==> src/rtl/studio2_dma_engine.sv <==
// Display DMA engine for the Studio II pixie video path.
// A rising edge on dmao fetches one line burst of BYTES_PER_LINE bytes from
// display RAM at BASE+ptr and hands each byte to the pixie with a one-cycle
// pix_valid strobe. Each RAM row is shown on REPEAT consecutive display lines,
// so the row is re-read until the last repeat, which advances to the next row.
// A rising edge on int_in restarts the frame at the top of the display page.
// Ports:
//   clk, resetq        clock, asynchronous active-low reset
//   dmao, int_in       pixie DMA-out request and frame interrupt (edge-sensed)
//   mem_rd, mem_a      display RAM read strobe and address
//   mem_q              RAM read data, valid the cycle after mem_rd
//   pix_data/pix_valid byte and strobe to the pixie data input
//   sc, dma_busy       CPU state code and bus stall, decoded from burst state
//   ovr                sticky flag: dmao edge arrived while a burst was active
module studio2_dma_engine #(
   parameter logic [15:0] BASE           = 16'h0900,
   parameter int unsigned BYTES_PER_LINE = 8,
   parameter int unsigned REPEAT         = 4
) (
   input  logic        clk,
   input  logic        resetq,
   input  logic        dmao,
   input  logic        int_in,
   output logic        mem_rd,
   output logic [15:0] mem_a,
   input  logic [7:0]  mem_q,
   output logic [7:0]  pix_data,
   output logic        pix_valid,
   output logic [1:0]  sc,
   output logic        dma_busy,
   output logic        ovr
);

   localparam int unsigned BC_W = (BYTES_PER_LINE > 1) ? $clog2(BYTES_PER_LINE) : 1;
   localparam int unsigned LN_W = (REPEAT > 1) ? $clog2(REPEAT) : 1;
   localparam logic [BC_W-1:0] LAST_BYTE = BC_W'(BYTES_PER_LINE - 1);
   localparam logic [LN_W-1:0] LAST_LINE = LN_W'(REPEAT - 1);

   typedef enum logic [1:0] {IDLE = 2'd0, READ = 2'd1, WAIT = 2'd2} state_t;

   state_t          state, state_nxt;
   logic [7:0]      ptr, ptr_nxt;
   logic [7:0]      row_start, row_start_nxt;
   logic [BC_W-1:0] byte_cnt, byte_cnt_nxt;
   logic [LN_W-1:0] line_cnt, line_cnt_nxt;
   logic [7:0]      pix_data_nxt;
   logic            pix_valid_nxt;
   logic            ovr_nxt;
   logic            dmao_q, int_q;
   logic            dmao_rise, int_rise;

   assign dmao_rise = dmao & ~dmao_q;
   assign int_rise  = int_in & ~int_q;

   // State, counters and registered outputs
   always_ff @(posedge clk or negedge resetq) begin
      if (!resetq) begin
         state     <= IDLE;
         ptr       <= 8'h00;
         row_start <= 8'h00;
         byte_cnt  <= '0;
         line_cnt  <= '0;
         pix_data  <= 8'h00;
         pix_valid <= 1'b0;
         mem_rd    <= 1'b0;
         mem_a     <= 16'h0000;
         sc        <= 2'b01;
         dma_busy  <= 1'b0;
         ovr       <= 1'b0;
         dmao_q    <= 1'b0;
         int_q     <= 1'b0;
      end else begin
         state     <= state_nxt;
         ptr       <= ptr_nxt;
         row_start <= row_start_nxt;
         byte_cnt  <= byte_cnt_nxt;
         line_cnt  <= line_cnt_nxt;
         pix_data  <= pix_data_nxt;
         pix_valid <= pix_valid_nxt;
         // Bus-side outputs are registered from the next state so they line up with it
         mem_rd    <= (state_nxt == READ);
         mem_a     <= (state_nxt == READ) ? (BASE + {8'h00, ptr_nxt}) : 16'h0000;
         sc        <= (state_nxt != IDLE) ? 2'b10 : 2'b01;
         dma_busy  <= (state_nxt != IDLE);
         ovr       <= ovr_nxt;
         dmao_q    <= dmao;
         int_q     <= int_in;
      end
   end

   // Next-state and datapath update; frame restart overrides everything
   always_comb begin
      state_nxt     = state;
      ptr_nxt       = ptr;
      row_start_nxt = row_start;
      byte_cnt_nxt  = byte_cnt;
      line_cnt_nxt  = line_cnt;
      pix_data_nxt  = pix_data;
      pix_valid_nxt = 1'b0;
      ovr_nxt       = ovr;

      if (int_rise) begin
         ptr_nxt       = 8'h00;
         row_start_nxt = 8'h00;
         byte_cnt_nxt  = '0;
         line_cnt_nxt  = '0;
         ovr_nxt       = 1'b0;
         // A dmao edge in the same cycle starts a burst at the top of the page
         state_nxt     = dmao_rise ? READ : IDLE;
      end else begin
         unique case (state)
            IDLE: begin
               if (dmao_rise) state_nxt = READ;
            end
            READ: begin
               if (dmao_rise) ovr_nxt = 1'b1;
               state_nxt = WAIT;
            end
            WAIT: begin
               if (dmao_rise) ovr_nxt = 1'b1;
               pix_data_nxt  = mem_q;
               pix_valid_nxt = 1'b1;
               ptr_nxt       = ptr + 8'h01;
               if (byte_cnt < LAST_BYTE) begin
                  byte_cnt_nxt = byte_cnt + BC_W'(1);
                  state_nxt    = READ;
               end else begin
                  // End of line: counter restarts for the next burst
                  byte_cnt_nxt = '0;
                  state_nxt    = IDLE;
                  if (line_cnt == LAST_LINE) begin
                     line_cnt_nxt  = '0;
                     row_start_nxt = ptr + 8'h01;
                  end else begin
                     line_cnt_nxt = line_cnt + LN_W'(1);
                     ptr_nxt      = row_start;
                  end
               end
            end
            default: state_nxt = IDLE;
         endcase
      end
   end

endmodule

==> config.mk <==
export PLATFORM = sky130hd
export DESIGN_NAME = studio2_dma_engine
export DESIGN_NICKNAME = d
export VERILOG_FILES = /design/src/rtl/studio2_dma_engine.sv
export SDC_FILE = /design/constraint.sdc
export NUM_CORES = 1
export LEC_CHECK = 0
export CAP_MARGIN = 30
export CORE_ASPECT_RATIO = 1.5
export CORE_MARGIN = 3
export CORE_UTILIZATION = 52
export DETAILED_ROUTE_END_ITERATION = 12
export MAX_ROUTING_LAYER = met4
export PLACE_DENSITY = 0.77
export SYNTH_ARGS = -nofsm -noshare
export SYNTH_HDL_FRONTEND = slang
export SYNTH_SLANG_ARGS = --single-unit
==> constraint.sdc <==
create_clock -name clk -period 2 [get_ports clk]
set_clock_uncertainty 0.2 [all_clocks]
set_input_delay 0.5 -clock clk [delete_from_list [all_inputs] [get_ports clk]]
set_output_delay 0.5 -clock clk [all_outputs]
set_load 0.02 [all_outputs]
Word-level counts from Yosys, hierarchy flattened
Index checks and enable logic that the tools add are counted.
{"block": "totals", "word_cells": 64, "regBits": 52, "inputBits": 12}
{"block": "classes", "eq_ne": 5, "n_addsub": 4, "reduce_logical": 9, "n_lt_le_gt_ge": 1, "n_bitwise": 5, "mux": 26}
{"op": "2-to-1 mux 8 bit", "count": 7}
{"op": "2-to-1 mux 2 bit", "count": 7}
{"op": "adder 12 x 8 -> 13 bit, first input constant", "count": 1}
{"op": "2-to-1 mux 13 bit", "count": 1}
{"op": "2-to-1 mux 3 bit", "count": 3}
{"op": "adder 8 x 1 -> 8 bit, second input constant", "count": 1}
{"op": "nonzero test 2 bit", "count": 4}
{"op": "2-to-1 mux 1 bit", "count": 7}
{"op": "one-hot mux 2 bit (3 select lines)", "count": 1}
{"op": "AND reduction 2 bit", "count": 3}
{"op": "equality test 2 x 1 -> 1 bit, second input constant", "count": 2}
{"op": "equality test 2 bit, second input constant", "count": 2}
{"op": "adder 3 x 1 -> 3 bit, second input constant", "count": 1}
{"op": "< comparator 3 bit, second input constant", "count": 1}
{"op": "inverter 1 bit", "count": 3}
{"op": "adder 2 x 1 -> 2 bit, second input constant", "count": 1}
{"op": "bitwise AND 1 bit", "count": 2}
{"op": "zero test 2 bit", "count": 1}
{"op": "!= test 2 bit, second input constant", "count": 1}
{"op": "OR reduction 2 bit", "count": 1}

Depth between registers and ports, before layout
{"block": "depth", "word_depth": 7, "ltp_mapped": 7, "ltp_nobuf": 6}

Least setup slack after synthesis
OpenSTA, ideal clock, no wires.
{"block": "synth_timing", "kind": "register to register", "start": "reg line_cnt[0]", "end": "reg mem_a[0]", "period_less_slack_ps": 1798, "path_slack_ps": 202, "stages_incl_launch_ff": 7, "t_arrival_ps": 1471, "path_cell_list": "dfrtp_1 -> ha_1 -> buf_6 -> nand4b_1 -> o21a_1 -> o221a_1 -> nor3b_1"}
{"block": "synth_via", "elab_chain_len": 7}
{"item": "from (decl)", "line": "45", "rtl": "logic [LN_W-1:0] line_cnt, line_cnt_nxt;"}
{"item": "from (signal assigned)", "line": "77", "rtl": "line_cnt <= line_cnt_nxt;"}
{"item": "equality test 2 bit", "line": "131", "rtl": "if (line_cnt == LAST_LINE) begin"}
{"item": "2-to-1 mux 8 bit", "line": "131"}
{"item": "2-to-1 mux 8 bit", "line": "124", "rtl": "if (byte_cnt < LAST_BYTE) begin"}
{"item": "2-to-1 mux 8 bit", "line": "111", "rtl": "unique case (state)"}
{"item": "2-to-1 mux 8 bit", "line": "102", "rtl": "if (int_rise) begin"}
{"item": "net ptr_nxt[0]", "line": "42", "rtl": "logic [7:0] ptr, ptr_nxt;"}
{"item": "adder 12 x 8 -> 13 bit", "line": "82", "rtl": "mem_a <= (state_nxt == READ) ? (BASE + {8'h00, ptr_nxt}) : 16'h0000;"}
{"item": "2-to-1 mux 13 bit", "line": "82"}
{"item": "to (signal assigned)", "line": "82"}
{"item": "to (decl)", "line": "25", "rtl": "output logic [15:0] mem_a,"}
The timed path passes the listed nets, and every way through them passes these cells.
A chain may end at the register's enable or synchronous reset.

Worst setup path in the final report
{"block": "layout_timing", "start": "reg mem_a[0]", "end": "out mem_a[0]"}
No word-level cell between the ends.

==> results.txt <==
* Outcome: finished, final reports clean
- In the routed layout, each cell is associated on average with a via count of 5.77.
- Detailed placement ended at an HPWL of 3960 um.
- In the synthesized netlist the dominant register cell turns out to be sky130_fd_sc_hd__dfrtp_1.
- Crit path kind: reg -> out
- Max Fanout on Critical Path: 1
* Setup repair after global routing missed its margin: false
- Longest individual stage delay on the worst path: 0.61 ns
- The H-tree generated during clock tree synthesis spans 2 levels.
- Top area cells in the synthesized netlist: sky130_fd_sc_hd__dfrtp_1 48%, sky130_fd_sc_hd__mux2_2 3.8%, sky130_fd_sc_hd__ha_1 3.7%, sky130_fd_sc_hd__nor2_1 3.4%, sky130_fd_sc_hd__buf_4 3.2%
- Number of antenna-violating nets in the routed design: 0
* Syn-to-layout area delta: 30.3%
- On the critical path, the stage with the largest delay is an instance of sky130_fd_sc_hd__clkdlybuf4s50_1.
* Maximum VDD drop: 0.000859 V
- The synthesized netlist occupies a cell area of 2350 sq um.
- Total Routing Usage GR: 24.0%
- Fillcell total: 315
- The cell count after synthesis came out at 219.
- Placer's final routability congestion estimate: 0.840
- The worst setup path is captured at an output port.
- Fraction of registers with async set or reset after synthesis: 100%
- Maxcap violations: 0
- Cells fill 71.6% of the core in the end.
- Summed over all cells, the static leakage comes to 1.45 nW.
- CTS root buffer: sky130_fd_sc_hd__clkbuf_8
- Placeable Area: 4280 sq um
- The die is 60.9 um wide.
- CP Cell Sequence: clkdlybuf4s50_1
* Number of global-route vias before repair: 1943
- Worst hold path class: reg -> reg
- Effective utilization at floorplan: 54.9%
- Vertical extent of the die: 88.4 um
* Final number of max-transition violations: 0
- Total Routed Length: 5550 um
* Buf/Inv on CP: 1
- The count of endpoints failing hold in the final timing report came to 0.
- Global-route wire length before repair: 9090 um
- Number of ports placed on the die boundary: 42
- The later pin in the worst-skew pair is clocked with a latency of 0.30 ns.
- F_max: 508 MHz
* Power density of the placed cells: 1130 nW/um^2
* Area fraction of the dominant cell type after synthesis: 47.9%
- Portion of the clock cycle consumed by the worst path in the final layout: 98.4%
* Clock slew seen by the registers of the worst setup and hold paths: 0.08 ns
- Transition time at the pin with the least slew margin: 0.530 ns
- During placement, the flow inserted port buffers numbering 35.
- In this run, the number of DRC markers left after iteration 0 of detailed routing was 45.
- Average cell area after synthesis: 10.7 sq um
- In this run the deepest clock path goes through 2 buffers.
* Number of diodes added for antenna fixing: 0
* Total of endpoints with negative setup slack in the final report: 0
- Placement row count: 29
- Register-to-register path setup slack: 0.10 ns
- Number of nets in the layout: 293
- Leaving out filler cells and counting taps, the final layout contains 321.
- Antenna violations before repair: 0
- Of the synthesized area, sequential elements account for 49.0%.
- After global routing the overflow that remains totals 0.
- Post-placement cell count: 310
- In this run, synthesis inferred 0 flip-flops with an integrated enable.
* Clock tree from TritonCTS: built
- At the worst endpoint, the required time is 1.30 ns.
- Number of detailed-route iterations in the first pass: 4
- For this run, the number of Yosys warnings is 0.
- Measured against its own limit, the worst slew margin works out to 64.7%.
- Maximum number of pins on one net before global-route repair: 29
- Flop and latch count out of synthesis: 46
* Drt drc: 0
- Synth area leader: sky130_fd_sc_hd__dfrtp_1
* Clock buffers created by TritonCTS: 5
* Data arrival at the endpoint of the critical path: 1.27 ns
* Crit path launch type: flop
- Most frequent cells in the layout: 45 x sky130_fd_sc_hd__dfrtp_1, 23 x sky130_fd_sc_hd__clkdlybuf4s50_1, 22 x sky130_fd_sc_hd__buf_4
- In the final routed layout, each cell accounts on average for 17.3 um.
- Netlist cell types: 52
- The routed layout has 1851 vias.
* Dominant delay contributor by cell family on the critical path: buffers and inverters
- Crit path time final: 1.97 ns
- Fraction of final layout cells with drive strength greater than 1: 24.7%
* Clk sink count: 46
* Most common cell after layout, fill and taps aside: sky130_fd_sc_hd__dfrtp_1
- Die outline area: 5380 sq um
power breakdown:
| part | leakage (nW) | switching, mW | internal (mW) |
|---|---|---|---|
| logic | 0.789 | 0.777 | 0.706 |
| clock network | 0.0575 | 0.321 | 0.349 |
| registers | 0.604 | 0.171 | 1.15 |
worst paths after layout:
check	startpoint	to	depth (start not counted)
worst max-delay path	mem_a[0]$_DFF_PN0_	mem_a[0]	1
worst min-delay path	row_start[7]$_DFFE_PN0P_	row_start[7]$_DFFE_PN0P_	2
worst max register to register	line_cnt[0]$_DFFE_PN0P_	mem_a[0]$_DFF_PN0_	5
worst min register to register	row_start[7]$_DFFE_PN0P_	row_start[7]$_DFFE_PN0P_	2
max in group asynchronous	resetq	ptr[1]$_DFF_PN0_	3
min in group asynchronous	resetq	row_start[6]$_DFFE_PN0P_	2
cell usage after synthesis, types with 3 or more instances:
master                     count
sky130_fd_sc_hd__nand2_1      16
sky130_fd_sc_hd__nand3_1       8
sky130_fd_sc_hd__dfrtp_1      45
sky130_fd_sc_hd__nor2b_1       3
sky130_fd_sc_hd__a211oi_1      4
sky130_fd_sc_hd__a21oi_1      11
sky130_fd_sc_hd__nor3_2        3
sky130_fd_sc_hd__and2_1        4
sky130_fd_sc_hd__ha_1          7
sky130_fd_sc_hd__xnor2_1       3
sky130_fd_sc_hd__a211oi_2      5
sky130_fd_sc_hd__nor2_1       21
sky130_fd_sc_hd__buf_6         3
sky130_fd_sc_hd__mux2_2        8
sky130_fd_sc_hd__inv_1         5
sky130_fd_sc_hd__buf_4        10
sky130_fd_sc_hd__o31a_1        3
sky130_fd_sc_hd__nor4_1        3
sky130_fd_sc_hd__o21ai_0       7
sky130_fd_sc_hd__buf_2         6
layer usage:
layer	global-route usage [%]	vias up	wire, um
li1	-	874	-
met1	26.4	907	2170
met2	40.3	52	2980
met3	3.50	18	160
met4	13.6	0	237
met5	-	-	0
cell families after synthesis:
| group | count (synthesis) | share of synthesized area [%] |
|---|---|---|
| flops | 46 | 49.0 |
| other cells | 1 | 0.160 |
| buf+inv | 26 | 7.03 |
| fa+ha+maj | 7 | 3.73 |
| compound gates | 45 | 14.1 |
| mux | 10 | 4.68 |
| xor+xnor | 5 | 1.86 |
| simple gates | 79 | 19.4 |
cell type report:
cell class / count / area [sq um] / area share [%]
tap: 46 / 57.6 / 1.88
clock buffer: 8 / 110 / 3.59
timing repair buffer: 62 / 612 / 20.0
inverter: 7 / 26.3 / 0.857
sequential: 46 / 1150 / 37.6
multi-input combinational: 152 / 1110 / 36.1
flip-flops by register name, indices dropped and copies added, names as in the netlist:
| register | cells |
|---|---|
| dmao_q | 1 |
| sc | 1 |
| pix_valid | 1 |
| byte_cnt | 3 |
| ovr | 1 |
| mem_a | 9 |
| ptr | 8 |
| pix_data | 8 |
| dma_busy | 1 |
| row_start | 8 |
| int_q | 1 |
| state | 2 |
| line_cnt | 2 |
stage by stage:
stage	hold WS [ns]	total power, mW	area [sq um]	TNS, ns	setup slack [ns]
global route	0.343	3.66	3060	0	0.00214
floorplan	0.00441	2.16	2370	0	0.202
CTS	0.309	3.48	2980	0	0.000606
finish	0.298	3.47	3060	0	0.0323
global placement	0.262	2.75	2850	-3.45	-0.229
detailed placement	0.278	2.79	2850	-4.55	-0.316
what timing repair did:
item	in CTS	in global routing
gates resized for setup	4	18
pin swaps	0	5
hold endpoints to repair	17	0
hold buffers	1	0
setup buffers	0	2
endpoints found under the setup margin	11	20
No activity file was read; power rests on OpenSTA's default activity.
